===== config.mk =====
export PLATFORM = sky130hd
export DESIGN_NAME = pipe_datapath
export DESIGN_NICKNAME = d
export VERILOG_FILES = /design/src/rtl/dp_pkg.sv /design/src/rtl/pipe_alu.sv /design/src/rtl/pipe_datapath.sv
export SDC_FILE = /design/constraint.sdc
export NUM_CORES = 2
export LEC_CHECK = 0
export CAP_MARGIN = 30
export CELL_PAD_IN_SITES_DETAIL_PLACEMENT = 1
export CELL_PAD_IN_SITES_GLOBAL_PLACEMENT = 1
export CORE_MARGIN = 2
export CORE_UTILIZATION = 35
export DETAILED_ROUTE_END_ITERATION = 6
export DONT_BUFFER_PORTS = 1
export GPL_TIMING_DRIVEN = 0
export PLACE_DENSITY = 0.6
export SLEW_MARGIN = 20
export SYNTH_ARGS = -nofsm -noshare
export SYNTH_HDL_FRONTEND = slang
export SYNTH_HIERARCHICAL = 1
export SYNTH_SLANG_ARGS = --single-unit

===== constraint.sdc =====
create_clock -name clk -period 58.8 [get_ports clk]
set_input_delay 5.88 -clock clk [delete_from_list [all_inputs] [get_ports clk]]
set_output_delay 5.88 -clock clk [all_outputs]
set_load 0.02 [all_outputs]

===== src/rtl/dp_pkg.sv =====
// Shared types and constants for the pipelined execution datapath.
package dp_pkg;

  typedef enum logic [2:0] {
    ALU_ADD = 3'b000,
    ALU_SUB = 3'b001,
    ALU_AND = 3'b010,
    ALU_OR  = 3'b011,
    ALU_XOR = 3'b100,
    ALU_SLT = 3'b101,
    ALU_SLL = 3'b110,
    ALU_SRL = 3'b111
  } alu_op_t;

  localparam int A0_IDX   = 10;
  localparam int REG_ZERO = 0;

endpackage


===== src/rtl/pipe_alu.sv =====
// Combinational eight-function ALU with operand equality flag.
module pipe_alu
  import dp_pkg::*;
#(
  parameter int DATA_WIDTH = 32
) (
  input  logic signed [DATA_WIDTH-1:0] op_a,
  input  logic signed [DATA_WIDTH-1:0] op_b,
  input  alu_op_t                      op,
  output logic signed [DATA_WIDTH-1:0] res,
  output logic                         eq
);

  localparam int SH_W = $clog2(DATA_WIDTH);

  logic [SH_W-1:0] shamt;
  logic            lt;

  assign shamt = op_b[SH_W-1:0];
  // Both operands are declared signed, so this is a two's-complement compare.
  assign lt    = (op_a < op_b);
  assign eq    = (op_a == op_b);

  always_comb begin
    res = '0;
    unique case (op)
      ALU_ADD: res = op_a + op_b;
      ALU_SUB: res = op_a - op_b;
      ALU_AND: res = op_a & op_b;
      ALU_OR:  res = op_a | op_b;
      ALU_XOR: res = op_a ^ op_b;
      ALU_SLT: res = {{(DATA_WIDTH-1){1'b0}}, lt};
      ALU_SLL: res = op_a << shamt;
      ALU_SRL: res = op_a >> shamt;
    endcase
  end

endmodule


===== src/rtl/pipe_datapath.sv =====
// Two-stage (EX, WB) execution datapath with register file, issue-time
// forwarding and a valid/ready result port that commits in order.
module pipe_datapath
  import dp_pkg::*;
#(
  parameter int DATA_WIDTH    = 32,
  parameter int ADDRESS_WIDTH = 5
) (
  input  logic                     clk,
  input  logic                     rst,
  input  logic                     in_valid,
  output logic                     in_ready,
  input  logic [ADDRESS_WIDTH-1:0] rs1,
  input  logic [ADDRESS_WIDTH-1:0] rs2,
  input  logic [ADDRESS_WIDTH-1:0] rd,
  input  logic                     RegWrite,
  input  logic                     ALUsrc,
  input  logic [2:0]               ALUctrl,
  input  logic [DATA_WIDTH-1:0]    ImmOp,
  output logic                     res_valid,
  input  logic                     res_ready,
  output logic [DATA_WIDTH-1:0]    result,
  output logic                     EQ,
  output logic [DATA_WIDTH-1:0]    a0
);

  localparam int                     NREG     = 2 ** ADDRESS_WIDTH;
  localparam logic [ADDRESS_WIDTH-1:0] ZERO_SEL = ADDRESS_WIDTH'(REG_ZERO);
  localparam logic [ADDRESS_WIDTH-1:0] A0_SEL   = ADDRESS_WIDTH'(A0_IDX);

  logic [DATA_WIDTH-1:0] regfile [NREG];

  logic                         vld_p0;
  logic signed [DATA_WIDTH-1:0] opa_p0;
  logic signed [DATA_WIDTH-1:0] opb_p0;
  alu_op_t                      op_p0;
  logic [ADDRESS_WIDTH-1:0]     rd_p0;
  logic                         we_p0;

  logic                         vld_p1;
  logic signed [DATA_WIDTH-1:0] res_p1;
  logic                         eq_p1;
  logic [ADDRESS_WIDTH-1:0]     rd_p1;
  logic                         we_p1;

  logic signed [DATA_WIDTH-1:0] alu_res;
  logic                         alu_eq;
  logic signed [DATA_WIDTH-1:0] src1;
  logic signed [DATA_WIDTH-1:0] src2;
  logic signed [DATA_WIDTH-1:0] opb_next;
  logic                         ex_fwd_ok;
  logic                         wb_fwd_ok;
  logic                         wb_adv;
  logic                         ex_adv;
  logic                         accept;
  logic                         commit;

  assign wb_adv   = !vld_p1 || res_ready;
  assign ex_adv   = !vld_p0 || wb_adv;
  assign in_ready = ex_adv;
  assign accept   = in_valid && ex_adv;
  assign commit   = vld_p1 && res_ready;

  // Issue-time operand resolution: youngest producer wins, so no hazard stalls.
  assign ex_fwd_ok = vld_p0 && we_p0 && (rd_p0 != ZERO_SEL);
  assign wb_fwd_ok = vld_p1 && we_p1 && (rd_p1 != ZERO_SEL);

  always_comb begin
    if (ex_fwd_ok && (rd_p0 == rs1))      src1 = alu_res;
    else if (wb_fwd_ok && (rd_p1 == rs1)) src1 = res_p1;
    else                                  src1 = regfile[rs1];
  end

  always_comb begin
    if (ex_fwd_ok && (rd_p0 == rs2))      src2 = alu_res;
    else if (wb_fwd_ok && (rd_p1 == rs2)) src2 = res_p1;
    else                                  src2 = regfile[rs2];
  end

  assign opb_next = ALUsrc ? ImmOp : src2;

  // ---- issue -> EX boundary ----
  always_ff @(posedge clk or posedge rst) begin
    if (rst) begin
      vld_p0 <= 1'b0;
      we_p0  <= 1'b0;
    end else if (ex_adv) begin
      vld_p0 <= in_valid;
      we_p0  <= in_valid && RegWrite;
    end
  end

  always_ff @(posedge clk) begin
    if (accept) begin
      opa_p0 <= src1;
      opb_p0 <= opb_next;
      op_p0  <= alu_op_t'(ALUctrl);
      rd_p0  <= rd;
    end
  end

  pipe_alu #(
    .DATA_WIDTH (DATA_WIDTH)
  ) u_alu (
    .op_a (opa_p0),
    .op_b (opb_p0),
    .op   (op_p0),
    .res  (alu_res),
    .eq   (alu_eq)
  );

  // ---- EX -> WB boundary ----
  always_ff @(posedge clk or posedge rst) begin
    if (rst) begin
      vld_p1 <= 1'b0;
      we_p1  <= 1'b0;
      res_p1 <= '0;
      eq_p1  <= 1'b0;
    end else if (wb_adv) begin
      vld_p1 <= vld_p0;
      we_p1  <= vld_p0 && we_p0;
      if (vld_p0) begin
        res_p1 <= alu_res;
        eq_p1  <= alu_eq;
      end
    end
  end

  always_ff @(posedge clk) begin
    if (wb_adv && vld_p0) rd_p1 <= rd_p0;
  end

  // ---- WB -> register file commit ----
  always_ff @(posedge clk or posedge rst) begin
    if (rst) begin
      for (int i = 0; i < NREG; i++) regfile[i] <= '0;
    end else if (commit && we_p1 && (rd_p1 != ZERO_SEL)) begin
      regfile[rd_p1] <= res_p1;
    end
  end

  assign res_valid = vld_p1;
  assign result    = res_p1;
  assign EQ        = eq_p1;
  assign a0        = regfile[A0_SEL];

endmodule


==> results.py <==
metrics = {
    "outcome": {
        "outcome": "completed",
    },
    "floorplan": {
        "pin_count": 123,
        "die-area_mm2": 0.199,
        "coreArea_mm2": 0.195,
        "dieWidth_um": 446,
        "initial_utilization_pct": 35.1,
        "die_h_um": 446,
        "rows": 162,
    },
    "sta": {
        "post-route-period-util_pct": 20.7,
        "finalSetupViolations": 0,
        "slew_violations": 0,
        "relSlewSlack_pct": 25.1,
        "hold_viol": 0,
        "fmax_mhz": 82.2,
        "worstMarginPinSlew_ns": 1.12,
        "finalClockSkew_ns": 0.0294,
        "period_minus_slack_ns": 12.17,
        "setup_ws_ns": 46.63,
        "setup_tns_ns": 0,
        "grt_setup_unrepaired": "no",
    },
    "critical_path": {
        "reg2regPathDepth": 19,
        "reg2reg_from": "opb_p0[3]",
        "path_max_fanout": 5,
        "cp_top_family": "simple AND/OR/NAND/NOR gates",
        "cp.arrival_ns": 6.29,
        "cpPeakStageDelay_ns": 0.24,
        "reg2reg_slack_ns": 51.00,
        "reg2reg_to": "opb_p0[17]",
        "slowest_stage": "nand2_1",
        "critical_path_buf_inv_count": 0,
        "critical_path_class": "in -> out",
        "endpoint_kind": "output pin",
        "start_kind": "primary input",
        "critical_path_required_ns": 52.92,
        "path_cells": "nor2b_1, nand2_1",
    },
    "route": {
        "routed_wl_mm": 317,
        "drtIter0Drc": 5617,
        "drtPass1Iterations": 6,
        "vias": 51500,
        "drt-vias-per-instance": 6.38,
        "drc": 0,
        "ant_nets": 0,
        "wl_per_cell_um": 39.3,
    },
    "flow_run": {
        "drv_cap": 0,
    },
    "finish": {
        "multi_input_area_mm2": 0.0362,
        "area_growth_pct": 13.2,
        "layout-drive-gt1-share_pct": 27.1,
        "seqCellArea_mm2": 0.0289,
        "fillers": 20200,
        "fin_area_mm2": 0.0774,
        "nets": 5546,
    },
    "clocking": {
        "clock_latency_ns": 0.82,
        "clockBufferDepth": 3,
        "cts.clk_slew.worst_paths_ns": 0.06,
        "cts_setup_buffers": 0,
        "cts_buffers": 137,
        "hold_buffers": 0,
        "cts.htree.levels": 4,
        "ctsResizeCount": 0,
        "cts_tree": "yes",
        "cts-root-buf": "clkbuf_16",
        "cts.sinks": 1138,
    },
    "min_path": {
        "hold_path_class": "reg -> reg",
        "hp-start": "regfile[1007]",
        "min_to": "regfile[1007]",
        "hold_path_depth": 1,
    },
    "global_route": {
        "grt_pass1_vias": 53600,
        "grt_start_max_net_pins": 102,
        "grt_usage_pct": 31.7,
        "antenna_found_initial": 27,
        "grt_overflow_total": 0,
        "grt_pass1_wl_mm": 440,
    },
    "synth": {
        "synth_cell_types": 91,
        "syn_nets": 5332,
        "syn_inst": 5177,
        "synth_edf_count": 77,
        "synth-async-reset-ratio_pct": 93.2,
        "ys_ff_latch": 1138,
        "synth_area_per_cell_um2": 13.2,
        "ys_seq_area_share_pct": 42.2,
        "yosys_warnings": 6,
        "netlist_area_mm2": 0.0684,
        "synth_ff_type": "dfrtp_1",
    },
    "placed_design": {
        "placed_cell_area_mm2": 0.0727,
        "dp_worst_setup_slack_ns": 46.64,
        "gp_congestion": 0.992,
        "port_buffers": 0,
        "place_hpwl_mm": 238,
    },
    "power_and_ir_drop": {
        "power_w": 0.00219,
        "peakVddDrop_mv": 0.0284,
        "power_leakage_nw": 34.8,
        "power.density_mw_per_mm2": 28.4,
    },
}
-- metrics by stage --
stage,util (%),hold WS [ns],instances
6_report,39.8,0.479,8066
5_1_grt,39.8,0.496,8053
4_1_cts,39.7,0.479,8037
3_5_place_dp,37.4,0.467,7789
3_3_place_gp,36.8,0.453,7719
2_1_floorplan,-,0.439,5177
-- worst max path at each step --
stage | slack (ns) | end | cells after the start | startpoint
3_3_place_gp | 9.41 | regfile[26] | 1 | rst
5_1_grt | 46.58 | in_ready | 2 | res_ready
4_1_cts | 46.64 | in_ready | 2 | res_ready
6_report | 46.63 | in_ready | 2 | res_ready
2_1_floorplan | 23.05 | EQ | 1 | rst
3_5_place_dp | 46.64 | in_ready | 2 | res_ready
-- Yosys cell counts (97+ instances only) --
cell | instances | area, µm²
a21oi_1 | 207 | 1040
o21ai_0 | 134 | 671
dfrtp_1 | 1061 | 26600
clkbuf_1 | 287 | 1080
nor2_1 | 172 | 646
mux2_1 | 710 | 8000
inv_1 | 150 | 563
buf_2 | 128 | 641
nand2_1 | 195 | 732
mux2_2 | 310 | 3490
mux2i_1 | 181 | 1810
ha_1 | 97 | 1210
mux4_2 | 596 | 13400
-- cells by family after synthesis --
kind of cell	Yosys count	synth area share (%)
AO/OA/AOI/OAI	778	7.42
adder cells (fa/ha/maj)	99	1.83
flip-flops	1138	42.2
multiplexers	1797	39.1
buffers and inverters	734	4.95
XOR/XNOR	44	0.563
AND/OR/NAND/NOR	587	3.96
-- layout by cell type (no fill, tap or decap), types with 85 or more instances in the layout --
cell type  netlist  layout
ha_1            97      97
buf_2          128     153
mux4_2         596     596
nand2_1        195     195
a21oi_1        207     207
o22ai_1         85      85
clkbuf_16        0     145
mux2_1         710     710
nor2_1         172     171
dfrtp_1       1061    1061
o21ai_0        134     132
inv_1          150     149
mux2i_1        181     181
mux2_2         310     310
clkbuf_1       287     306
-- flip-flops by register name (all words and copies together) (netlist names) --
register,count
opa_p0,32
we_p1,1
rd_p1,5
res_valid,1
we_p0,1
regfile,992
vld_p0,1
op_p0,3
EQ,1
rd_p0,5
result,32
a0,32
opb_p0,32
-- where the power goes --
group | total, W | switching (W) | internal (W)
sequential | 0.000901 | 0.0000680 | 0.000833
combinational | 0.000408 | 0.000277 | 0.000131
clock | 0.000885 | 0.000365 | 0.000520
total | 0.00219 | 0.000711 | 0.00148
-- final cells by class --
cell class              count  share of cell area, %
clock buffers             215                   5.45
clock inverters            33                  0.493
repair buffers             75                   1.40
flip-flops and latches   1138                   37.3
diodes                     24                 0.0776
well taps                2542                   4.11
inverters                 156                  0.766
plain buffers             578                   3.69
multi-input cells        3305                   46.7
-- per-layer routing --
metal / share of wire, % / vias up / track usage [%]
met2: 47 / 2477 / 50.3
met5: 0.037 / - / 0
li1: - / 20300 / -
met3: 7.7 / 708 / 6.83
met1: 40 / 28000 / 40.7
met4: 5.9 / 16 / 16.6
Power figures use the tool's default switching activity.
